`src/rtl/fp_add_pipe_if.sv`:
```
// -----------------------------------------------------------------------------
// fp_add_pipe_if
// Operand/result handshake bundle for the pipelined floating-point adder.
//   i_a, i_b    operand words (sign | exponent | fraction), W = 1+EXP_W+MAN_W
//   i_sub       1: A-B, 0: A+B
//   i_vld/o_rdy operand handshake, transfer when both high
//   o_res       result word
//   o_res_vld/i_res_rdy  result handshake, transfer when both high
//   o_ovf       finite operands overflowed to infinity
//   o_inv       invalid operation (NaN operand or inf - inf)
// Modports: master = producer/consumer around the adder, slave = the adder.
// -----------------------------------------------------------------------------
interface fp_add_pipe_if #(
  parameter int EXP_W = 8,
  parameter int MAN_W = 23
) ();
  localparam int W = 1 + EXP_W + MAN_W;

  logic [W-1:0] i_a;
  logic [W-1:0] i_b;
  logic         i_sub;
  logic         i_vld;
  logic         o_rdy;
  logic [W-1:0] o_res;
  logic         o_res_vld;
  logic         i_res_rdy;
  logic         o_ovf;
  logic         o_inv;

  modport master (
    output i_a, i_b, i_sub, i_vld, i_res_rdy,
    input  o_rdy, o_res, o_res_vld, o_ovf, o_inv
  );

  modport slave (
    input  i_a, i_b, i_sub, i_vld, i_res_rdy,
    output o_rdy, o_res, o_res_vld, o_ovf, o_inv
  );
endinterface

```
`src/rtl/fp_add_pipe.sv`:
```
// -----------------------------------------------------------------------------
// fp_add_pipe
// Pipelined IEEE-754-style adder/subtractor with configurable exponent and
// fraction widths, round-to-nearest-even and valid/ready on both sides.
// Operands are captured on acceptance, then pass unpack/align/add-normalise/
// round stages; a result is valid four accepted edges after its operands.
// Ports:
//   clk    rising-edge clock
//   rst_n  asynchronous active-low reset
//   bus    fp_add_pipe_if.slave (operands, result, handshakes, flags)
// Build option:
//   FP_ADD_DENORM_EN  defined: gradual underflow (subnormal in/out);
//                     undefined: subnormal inputs read as signed zero and
//                     results below normal range flush to signed zero.
// -----------------------------------------------------------------------------
module fp_add_pipe #(
  parameter int EXP_W = 8,
  parameter int MAN_W = 23
) (
  input logic          clk,
  input logic          rst_n,
  fp_add_pipe_if.slave bus
);
  localparam int W      = 1 + EXP_W + MAN_W;
  localparam int MW     = MAN_W + 4;            // hidden + fraction + G,R,S
  localparam int SH_MAX = MAN_W + 3;
  localparam int SHW    = $clog2(SH_MAX + 1);
  localparam int LZW    = $clog2(MW + 1);
  localparam logic [EXP_W-1:0] EXP_ONES = '1;
  localparam logic [W-1:0]     QNAN     = {1'b0, EXP_ONES, 1'b1, {(MAN_W-1){1'b0}}};

  // Whole pipeline moves together; it only freezes when a finished result
  // is waiting on downstream.
  logic en;
  assign en        = ~bus.o_res_vld | bus.i_res_rdy;
  assign bus.o_rdy = en;

  // ---------------- operand capture ----------------
  logic         v0, sub0;
  logic [W-1:0] a0, b0;

  always_ff @(posedge clk or negedge rst_n) begin
    if (!rst_n) begin
      v0 <= 1'b0; sub0 <= 1'b0; a0 <= '0; b0 <= '0;
    end else if (en) begin
      v0 <= bus.i_vld; sub0 <= bus.i_sub; a0 <= bus.i_a; b0 <= bus.i_b;
    end
  end

  // ---------------- stage 1: unpack, classify, swap ----------------
  logic             sa, sb, a_zero, b_zero, a_inf, b_inf, a_nan, b_nan, swap;
  logic [EXP_W-1:0] ea, eb, ea_e, eb_e, n1_el, n1_es, n1_diff;
  logic [MAN_W-1:0] fa, fb;
  logic [MAN_W:0]   ma, mb, n1_ml, n1_ms;
  logic             n1_sign, n1_sp, n1_inv;
  logic [W-1:0]     n1_spres;

  always_comb begin
    sa = a0[W-1];
    sb = b0[W-1] ^ sub0;
    ea = a0[W-2:MAN_W];
    eb = b0[W-2:MAN_W];
    fa = a0[MAN_W-1:0];
    fb = b0[MAN_W-1:0];
`ifdef FP_ADD_DENORM_EN
    ea_e   = (ea == '0) ? EXP_W'(1) : ea;
    eb_e   = (eb == '0) ? EXP_W'(1) : eb;
    ma     = {ea != '0, fa};
    mb     = {eb != '0, fb};
    a_zero = (ea == '0) && (fa == '0);
    b_zero = (eb == '0) && (fb == '0);
`else
    ea_e   = ea;
    eb_e   = eb;
    ma     = (ea == '0) ? '0 : {1'b1, fa};
    mb     = (eb == '0) ? '0 : {1'b1, fb};
    a_zero = (ea == '0);
    b_zero = (eb == '0);
`endif
    a_inf = (ea == EXP_ONES) && (fa == '0);
    b_inf = (eb == EXP_ONES) && (fb == '0);
    a_nan = (ea == EXP_ONES) && (fa != '0);
    b_nan = (eb == EXP_ONES) && (fb != '0);

    swap    = {eb_e, mb} > {ea_e, ma};
    n1_sign = swap ? sb : sa;
    n1_el   = swap ? eb_e : ea_e;
    n1_es   = swap ? ea_e : eb_e;
    n1_ml   = swap ? mb : ma;
    n1_ms   = swap ? ma : mb;
    n1_diff = n1_el - n1_es;

    // Special operands bypass the arithmetic with a ready-made answer.
    n1_sp    = 1'b1;
    n1_inv   = 1'b0;
    n1_spres = '0;
    if (a_nan || b_nan) begin
      n1_inv = 1'b1; n1_spres = QNAN;
    end else if (a_inf && b_inf) begin
      if (sa != sb) begin
        n1_inv = 1'b1; n1_spres = QNAN;
      end else begin
        n1_spres = {sa, EXP_ONES, {MAN_W{1'b0}}};
      end
    end else if (a_inf) begin
      n1_spres = {sa, EXP_ONES, {MAN_W{1'b0}}};
    end else if (b_inf) begin
      n1_spres = {sb, EXP_ONES, {MAN_W{1'b0}}};
    end else if (a_zero && b_zero) begin
      n1_spres = {sa & sb, {(W-1){1'b0}}};
    end else begin
      n1_sp = 1'b0;
    end
  end

  logic             v1, sign1, effsub1, sp1, inv1;
  logic [EXP_W-1:0] el1, diff1;
  logic [MAN_W:0]   ml1, ms1;
  logic [W-1:0]     spres1;

  always_ff @(posedge clk or negedge rst_n) begin
    if (!rst_n) begin
      v1 <= 1'b0; sign1 <= 1'b0; effsub1 <= 1'b0; sp1 <= 1'b0; inv1 <= 1'b0;
      el1 <= '0; diff1 <= '0; ml1 <= '0; ms1 <= '0; spres1 <= '0;
    end else if (en) begin
      v1 <= v0; sign1 <= n1_sign; effsub1 <= sa ^ sb; sp1 <= n1_sp; inv1 <= n1_inv;
      el1 <= n1_el; diff1 <= n1_diff; ml1 <= n1_ml; ms1 <= n1_ms; spres1 <= n1_spres;
    end
  end

  // ---------------- stage 2: align smaller operand ----------------
  // Everything shifted past the sticky position is ORed into bit 0.
  logic [SHW-1:0] sh;
  logic [MW-1:0]  ext, mask, aligned;
  logic           sticky;

  always_comb begin
    sh      = (int'(diff1) > SH_MAX) ? SHW'(SH_MAX) : SHW'(diff1);
    ext     = {ms1, 3'b000};
    mask    = ~({MW{1'b1}} << sh);
    sticky  = |(ext & mask);
    aligned = (ext >> sh) | {{(MW-1){1'b0}}, sticky};
  end

  logic             v2, sign2, effsub2, sp2, inv2;
  logic [EXP_W-1:0] el2;
  logic [MW-1:0]    ml2, ms2;
  logic [W-1:0]     spres2;

  always_ff @(posedge clk or negedge rst_n) begin
    if (!rst_n) begin
      v2 <= 1'b0; sign2 <= 1'b0; effsub2 <= 1'b0; sp2 <= 1'b0; inv2 <= 1'b0;
      el2 <= '0; ml2 <= '0; ms2 <= '0; spres2 <= '0;
    end else if (en) begin
      v2 <= v1; sign2 <= sign1; effsub2 <= effsub1; sp2 <= sp1; inv2 <= inv1;
      el2 <= el1; ml2 <= {ml1, 3'b000}; ms2 <= aligned; spres2 <= spres1;
    end
  end

  // ---------------- stage 3: add/sub, normalise ----------------
  logic [MW:0]      sum;
  logic [LZW-1:0]   lzc;
  int               el_i, lz_i;
  logic [MW-1:0]    n3_man;
  logic [EXP_W:0]   n3_exp;
  logic             n3_zero, n3_zsign;

  always_comb begin
    sum = effsub2 ? ({1'b0, ml2} - {1'b0, ms2}) : ({1'b0, ml2} + {1'b0, ms2});
    lzc = LZW'(MW);
    for (int i = 0; i < MW; i++) begin
      if (sum[i]) lzc = LZW'(MW - 1 - i);
    end
    el_i     = int'(el2);
    lz_i     = int'(lzc);
    n3_man   = '0;
    n3_exp   = '0;
    n3_zero  = 1'b0;
    n3_zsign = 1'b0;
    if (sum == '0) begin
      // exact cancellation always yields +0
      n3_zero = 1'b1;
    end else if (sum[MW]) begin
      n3_man = {sum[MW:2], sum[1] | sum[0]};
      n3_exp = (EXP_W+1)'(el_i + 1);
    end else if (el_i - lz_i >= 1) begin
      n3_man = sum[MW-1:0] << lzc;
      n3_exp = (EXP_W+1)'(el_i - lz_i);
    end else begin
`ifdef FP_ADD_DENORM_EN
      // stop at the minimum exponent, leaving a subnormal significand
      n3_man = sum[MW-1:0] << (el_i - 1);
      n3_exp = (EXP_W+1)'(1);
`else
      n3_zero  = 1'b1;
      n3_zsign = sign2;
`endif
    end
  end

  logic             v3, sign3, zero3, zsign3, sp3, inv3;
  logic [MW-1:0]    man3;
  logic [EXP_W:0]   exp3;
  logic [W-1:0]     spres3;

  always_ff @(posedge clk or negedge rst_n) begin
    if (!rst_n) begin
      v3 <= 1'b0; sign3 <= 1'b0; zero3 <= 1'b0; zsign3 <= 1'b0; sp3 <= 1'b0;
      inv3 <= 1'b0; man3 <= '0; exp3 <= '0; spres3 <= '0;
    end else if (en) begin
      v3 <= v2; sign3 <= sign2; zero3 <= n3_zero; zsign3 <= n3_zsign; sp3 <= sp2;
      inv3 <= inv2; man3 <= n3_man; exp3 <= n3_exp; spres3 <= spres2;
    end
  end

  // ---------------- stage 4: round, pack, flags ----------------
  logic             up, hid, n_ovf, n_inv;
  logic [MAN_W+1:0] rnd;
  logic [MAN_W-1:0] frac;
  logic [EXP_W:0]   exp_r;
  logic [EXP_W-1:0] efield;
  logic [W-1:0]     n_res;

  always_comb begin
    up  = man3[2] & (man3[1] | man3[0] | man3[3]);
    rnd = {1'b0, man3[MW-1:3]} + {{(MAN_W+1){1'b0}}, up};
    if (rnd[MAN_W+1]) begin
      hid   = 1'b1;
      frac  = rnd[MAN_W:1];
      exp_r = exp3 + (EXP_W+1)'(1);
    end else begin
      hid   = rnd[MAN_W];
      frac  = rnd[MAN_W-1:0];
      exp_r = exp3;
    end
    // a clear hidden bit only survives for subnormal results
    efield = hid ? exp_r[EXP_W-1:0] : '0;
    n_ovf  = 1'b0;
    n_inv  = 1'b0;
    if (sp3) begin
      n_res = spres3;
      n_inv = inv3;
    end else if (zero3) begin
      n_res = {zsign3, {(W-1){1'b0}}};
    end else if (exp_r >= {1'b0, EXP_ONES}) begin
      n_res = {sign3, EXP_ONES, {MAN_W{1'b0}}};
      n_ovf = 1'b1;
    end else begin
      n_res = {sign3, efield, frac};
    end
  end

  always_ff @(posedge clk or negedge rst_n) begin
    if (!rst_n) begin
      bus.o_res_vld <= 1'b0; bus.o_res <= '0; bus.o_ovf <= 1'b0; bus.o_inv <= 1'b0;
    end else if (en) begin
      bus.o_res_vld <= v3;
      if (v3) begin
        bus.o_res <= n_res; bus.o_ovf <= n_ovf; bus.o_inv <= n_inv;
      end
    end
  end
endmodule

```
`src/flat_wrapper.sv`:
```
// flat-port wrapper written by rule: the top's interface ports become plain ports
module fp_add_pipe_flat 
#(
  parameter int EXP_W = 8,
  parameter int MAN_W = 23
)
  (clk, rst_n, bus_i_a, bus_i_b, bus_i_sub, bus_i_vld, bus_i_res_rdy, bus_o_rdy, bus_o_res, bus_o_res_vld, bus_o_ovf, bus_o_inv);
  fp_add_pipe_if #(.EXP_W(EXP_W), .MAN_W(MAN_W)) bus_i ();
  input logic clk;
  input logic rst_n;
  input wire logic [$bits(bus_i.i_a)-1:0] bus_i_a;
  input wire logic [$bits(bus_i.i_b)-1:0] bus_i_b;
  input wire logic [$bits(bus_i.i_sub)-1:0] bus_i_sub;
  input wire logic [$bits(bus_i.i_vld)-1:0] bus_i_vld;
  input wire logic [$bits(bus_i.i_res_rdy)-1:0] bus_i_res_rdy;
  output wire logic [$bits(bus_i.o_rdy)-1:0] bus_o_rdy;
  output wire logic [$bits(bus_i.o_res)-1:0] bus_o_res;
  output wire logic [$bits(bus_i.o_res_vld)-1:0] bus_o_res_vld;
  output wire logic [$bits(bus_i.o_ovf)-1:0] bus_o_ovf;
  output wire logic [$bits(bus_i.o_inv)-1:0] bus_o_inv;
  assign bus_i.i_a = bus_i_a;
  assign bus_i.i_b = bus_i_b;
  assign bus_i.i_sub = bus_i_sub;
  assign bus_i.i_vld = bus_i_vld;
  assign bus_i.i_res_rdy = bus_i_res_rdy;
  assign bus_o_rdy = bus_i.o_rdy;
  assign bus_o_res = bus_i.o_res;
  assign bus_o_res_vld = bus_i.o_res_vld;
  assign bus_o_ovf = bus_i.o_ovf;
  assign bus_o_inv = bus_i.o_inv;
  fp_add_pipe #(.EXP_W(EXP_W), .MAN_W(MAN_W)) u_core (.clk(clk), .rst_n(rst_n), .bus(bus_i));
endmodule
```
`config.mk`:
```
export PLATFORM = sky130hd
export DESIGN_NAME = fp_add_pipe_flat
export DESIGN_NICKNAME = d
export VERILOG_FILES = /design/src/rtl/fp_add_pipe_if.sv /design/src/rtl/fp_add_pipe.sv /design/src/flat_wrapper.sv
export SDC_FILE = /design/constraint.sdc
export NUM_CORES = 1
export LEC_CHECK = 0
export CORE_MARGIN = 1.5
export CORE_UTILIZATION = 45
export CTS_CLUSTER_DIAMETER = 40
export CTS_CLUSTER_SIZE = 24
export DETAILED_ROUTE_END_ITERATION = 10
export HOLD_SLACK_MARGIN = 0.12
export PLACE_DENSITY = 0.65
export RECOVER_POWER = 25
export SLEW_MARGIN = 20
export SYNTH_ARGS = -nofsm -noshare
export SYNTH_HDL_FRONTEND = slang
export SYNTH_SLANG_ARGS = --single-unit
```
`constraint.sdc`:
```
create_clock -name clk -period 6.37 [get_ports clk]
set_clock_uncertainty 0.15 [all_clocks]
set_input_delay 0.637 -clock clk [delete_from_list [all_inputs] [get_ports clk]]
set_output_delay 0.637 -clock clk [all_outputs]
set_load 0.02 [all_outputs]
```
==> key figures <==
Synthesis
  – Register area share after synthesis: 36.4%
  – Synth area leader: dfrtp_1
  – Cells after Synth: 2404
  – Yosys warns: 0
  – Syn Area/Cell: 8.06 µm²
  – Post-synth EDFFs: 0
  – Syn Nets: 2568
  – Ys flop type: dfrtp_1
  – Main area contributors after synthesis: dfrtp_1 36%, nand2_1 11%, ha_1 6.0%
  – Synth top area share: 36.4%
  – Count of different cell masters after synthesis: 104
  – Post-synth ARST share: 100%
  – Post-Syn Area: 19400 µm²
  – Synthesis-stage register bit count: 282

Timing
  – Slew Viols, Final: 155
  – Setup_tns: 0 ns
  – Slew @ Worst Pin: 2.92 ns
  – Final setup violation count: 0
  – Final min period: 6.11 ns
  – Max Freq: 0.164 GHz
  – Slew Limit Headroom: -94.3%
  – Fin crit share: 96.0%
  – Final Hold Viols: 0

Placement
  – Post-DP HPWL: 43100 µm
  – IO Port Bufs: 104
  – Placed Area: 21300 µm²
  – Gpl congestion: 0.965

Worst hold path
  – Hold endpoint: u_core.spres2[30]
  – Hold WC Path Type: register to register
  – Hold path start: u_core.spres2[30]
  – Hold path cells: 2

Worst setup path
  – CP startpoint kind: register
  – Slowest CP cell: fa_1
  – R2R depth: 29
  – Crit-path max FO: 6
  – Worst Setup End Kind: register
  – Largest stage delay on the critical path: 0.43 ns
  – Worst EP arrival: 6.43 ns
  – R2R setup slack: 0.26 ns
  – Crit path required time: 6.69 ns
  – Worst path most repeated cell: buf_4
  – WS Path Type: register to register
  – Worst R2R Start: u_core.ml2[3]
  – Reg-to-reg critical path endpoint: u_core.exp3[5]

Detailed routing
  – Drt pass-1 iters: 5
  – Detailed Route WL: 57900 µm
  – Detailed-route via count: 18.0k
  – Iter 0 DRT Violations: 1208
  – Post-route ant nets: 0
  – DRC: 0
  – Via/cell ratio: 5.81
  – Wire per inst: 18.7 µm

Global routing
  – GRT Total Usage: 26.3%
  – Vias in the first global route: 17.5k
  – First-pass GRT wire length: 94100 µm
  – Initial antenna violation count: 0
  – Total grt overflow: 0
  – Largest net degree at the start of global routing: 176

Finish
  – Final design utilization: 54.7%
  – Layout Area Growth over Synthesis: 19.2%
  – Post-route design area: 23100 µm²
  – # diodes: 0
  – Layout cells sized above 1: 10.4%
  – Fillcell total: 3977
  – Final net count: 2683

Flow run
  – Max-cap violations: 2

Clocking
  – Clock Sinks: 282
  – Root Driver: clkbuf_16
  – H-Tree Depth: 2
  – CTS tree: yes
  – TritonCTS Buffers: 46
  – Worst-Skew Late Latency: 0.58 ns
  – CTS max path bufs: 3
  – Reg clk slew, reported paths: 0.06 ns

Floorplanning
  – Io pins: 105
  – Die ar.: 44300 µm²
  – Die X: 211 µm
  – Initial Util: 45.9%
  – Core area: 42200 µm²
  – Floorplan row count: 75
  – DIE HEIGHT: 211 µm

Power and ir drop
  – Leakage power: 10.8 nW
  – Peak VDD IR: 0.299 mV
  – Design Power: 15.0 mW
  – Pwr Density: 649 nW/µm²

Outcome
  – Status: finished, violations left
  – Failing checks: capacitance limit, slew limit
power by group:
part	internal, mW	switching (mW)
Combinational	3.69	5.48
Clock	1.63	0.933
Sequential	2.52	0.733
final cells by class:
cell class	count	area, µm²	area share (%)
tap	539	674	2.92
inverter	79	302	1.30
clock buffer	61	1320	5.70
timing repair buffer	207	1850	7.99
clock inverter	24	299	1.29
multi-input combinational	1903	11600	50.3
sequential	282	7060	30.5
per-layer routing:
| layer | GRT usage [%] | part of all wire (%) |
|---|---|---|
| met5 | 0 | 0 |
| met4 | 10.9 | 3.9 |
| met3 | 3.86 | 5.4 |
| met2 | 42.4 | 46 |
| met1 | 35.5 | 44 |
per-stage QoR:
stage          instances  hold slack, ns  setup WS [ns]
4_1_cts             3092           0.319         0.0190
6_report            3095           0.314          0.257
3_3_place_gp        3006           0.300         0.0181
5_1_grt             3095           0.333        -0.0369
2_1_floorplan       2404           0.191          0.113
3_5_place_dp        3006           0.305         -0.173
state kept, by name, summed over array words and instances, names as in the netlist, 3 cells and up:
register          cells
u_core.a0            32
u_core.b0            32
u_core.bus.o_res     32
u_core.diff1          8
u_core.el1            8
u_core.el2            8
u_core.exp3           9
u_core.man3          27
u_core.ml1           24
u_core.ml2           24
u_core.ms1           24
u_core.ms2           27
u_core.spres1         3
u_core.spres2         3
u_core.spres3         3
cell usage after synthesis, types with 24 or more instances:
master and number:
nand2_1 577, dfrtp_1 282, nor2_1 187, o21ai_0 171
a21oi_1 157, clkbuf_1 110, mux2i_1 99, ha_1 93
inv_1 72, xnor2_1 46, nand3_1 40, and2_1 36
nor3_1 34, nand4_1 28, a21o_1 27, a31oi_1 25
nand2b_1 25, nor4_1 24
cell families (layout without fill, tap and decap cells):
logic type,Yosys count,in the layout,share of synthesized area [%]
XOR/XNOR,72,72,3.37
AO/OA/AOI/OAI,606,606,20.4
flip-flops,282,282,36.4
multiplexers,115,115,6.17
adder cells (fa/ha/maj),95,95,6.21
buffers and inverters,219,371,4.55
AND/OR/NAND/NOR,1015,1015,22.9
worst max path at each step:
stage | start | endpoint | slack [ns] | depth (start not counted)
finish | u_core.ml2[3] | u_core.exp3[5] | 0.26 | 29
global route | u_core.ms2[3] | u_core.man3[10] | -0.04 | 29
CTS | u_core.ms2[3] | u_core.man3[10] | 0.02 | 25
detailed placement | u_core.ms2[3] | u_core.man3[10] | -0.17 | 25
global placement | u_core.ms2[3] | u_core.man3[16] | 0.02 | 24
floorplan | u_core.ml2[3] | u_core.exp3[5] | 0.11 | 26
repair_timing:
item                                   CTS  global route
endpoints found under the hold margin  115             0
setup endpoints to repair               19            36
hold buffers                             1             0
resized for setup                        2            29
pin swaps                                3             7
buffers inserted                         0             3
critical path: cells and delay by family, from the launching register on:
| kind | cells | cell delay [ns] |
|---|---|---|
| adder cells (fa/ha/maj) | 2 | 0.77 |
| flip-flops | 1 | 0.37 |
| AND/OR/NAND/NOR | 9 | 1.23 |
| buffers and inverters | 6 | 0.90 |
| XOR/XNOR | 1 | 0.20 |
| AO/OA/AOI/OAI | 11 | 2.41 |
cells in the final DEF (no fill, tap or decap), drive strengths merged, types with 27 or more instances in the layout:
cell type and n:
a21oi 158, nand2 578, nor3 35, nand4 28, a21o 27, mux2i 101
dfrtp 282, inv 83, o21ai 182, and2 36, ha 93, nand3 40
nor2 189, xnor2 49, clkdlybuf4s50 94, buf 101, clkbuf 63
Power figures use the tool's default switching activity.
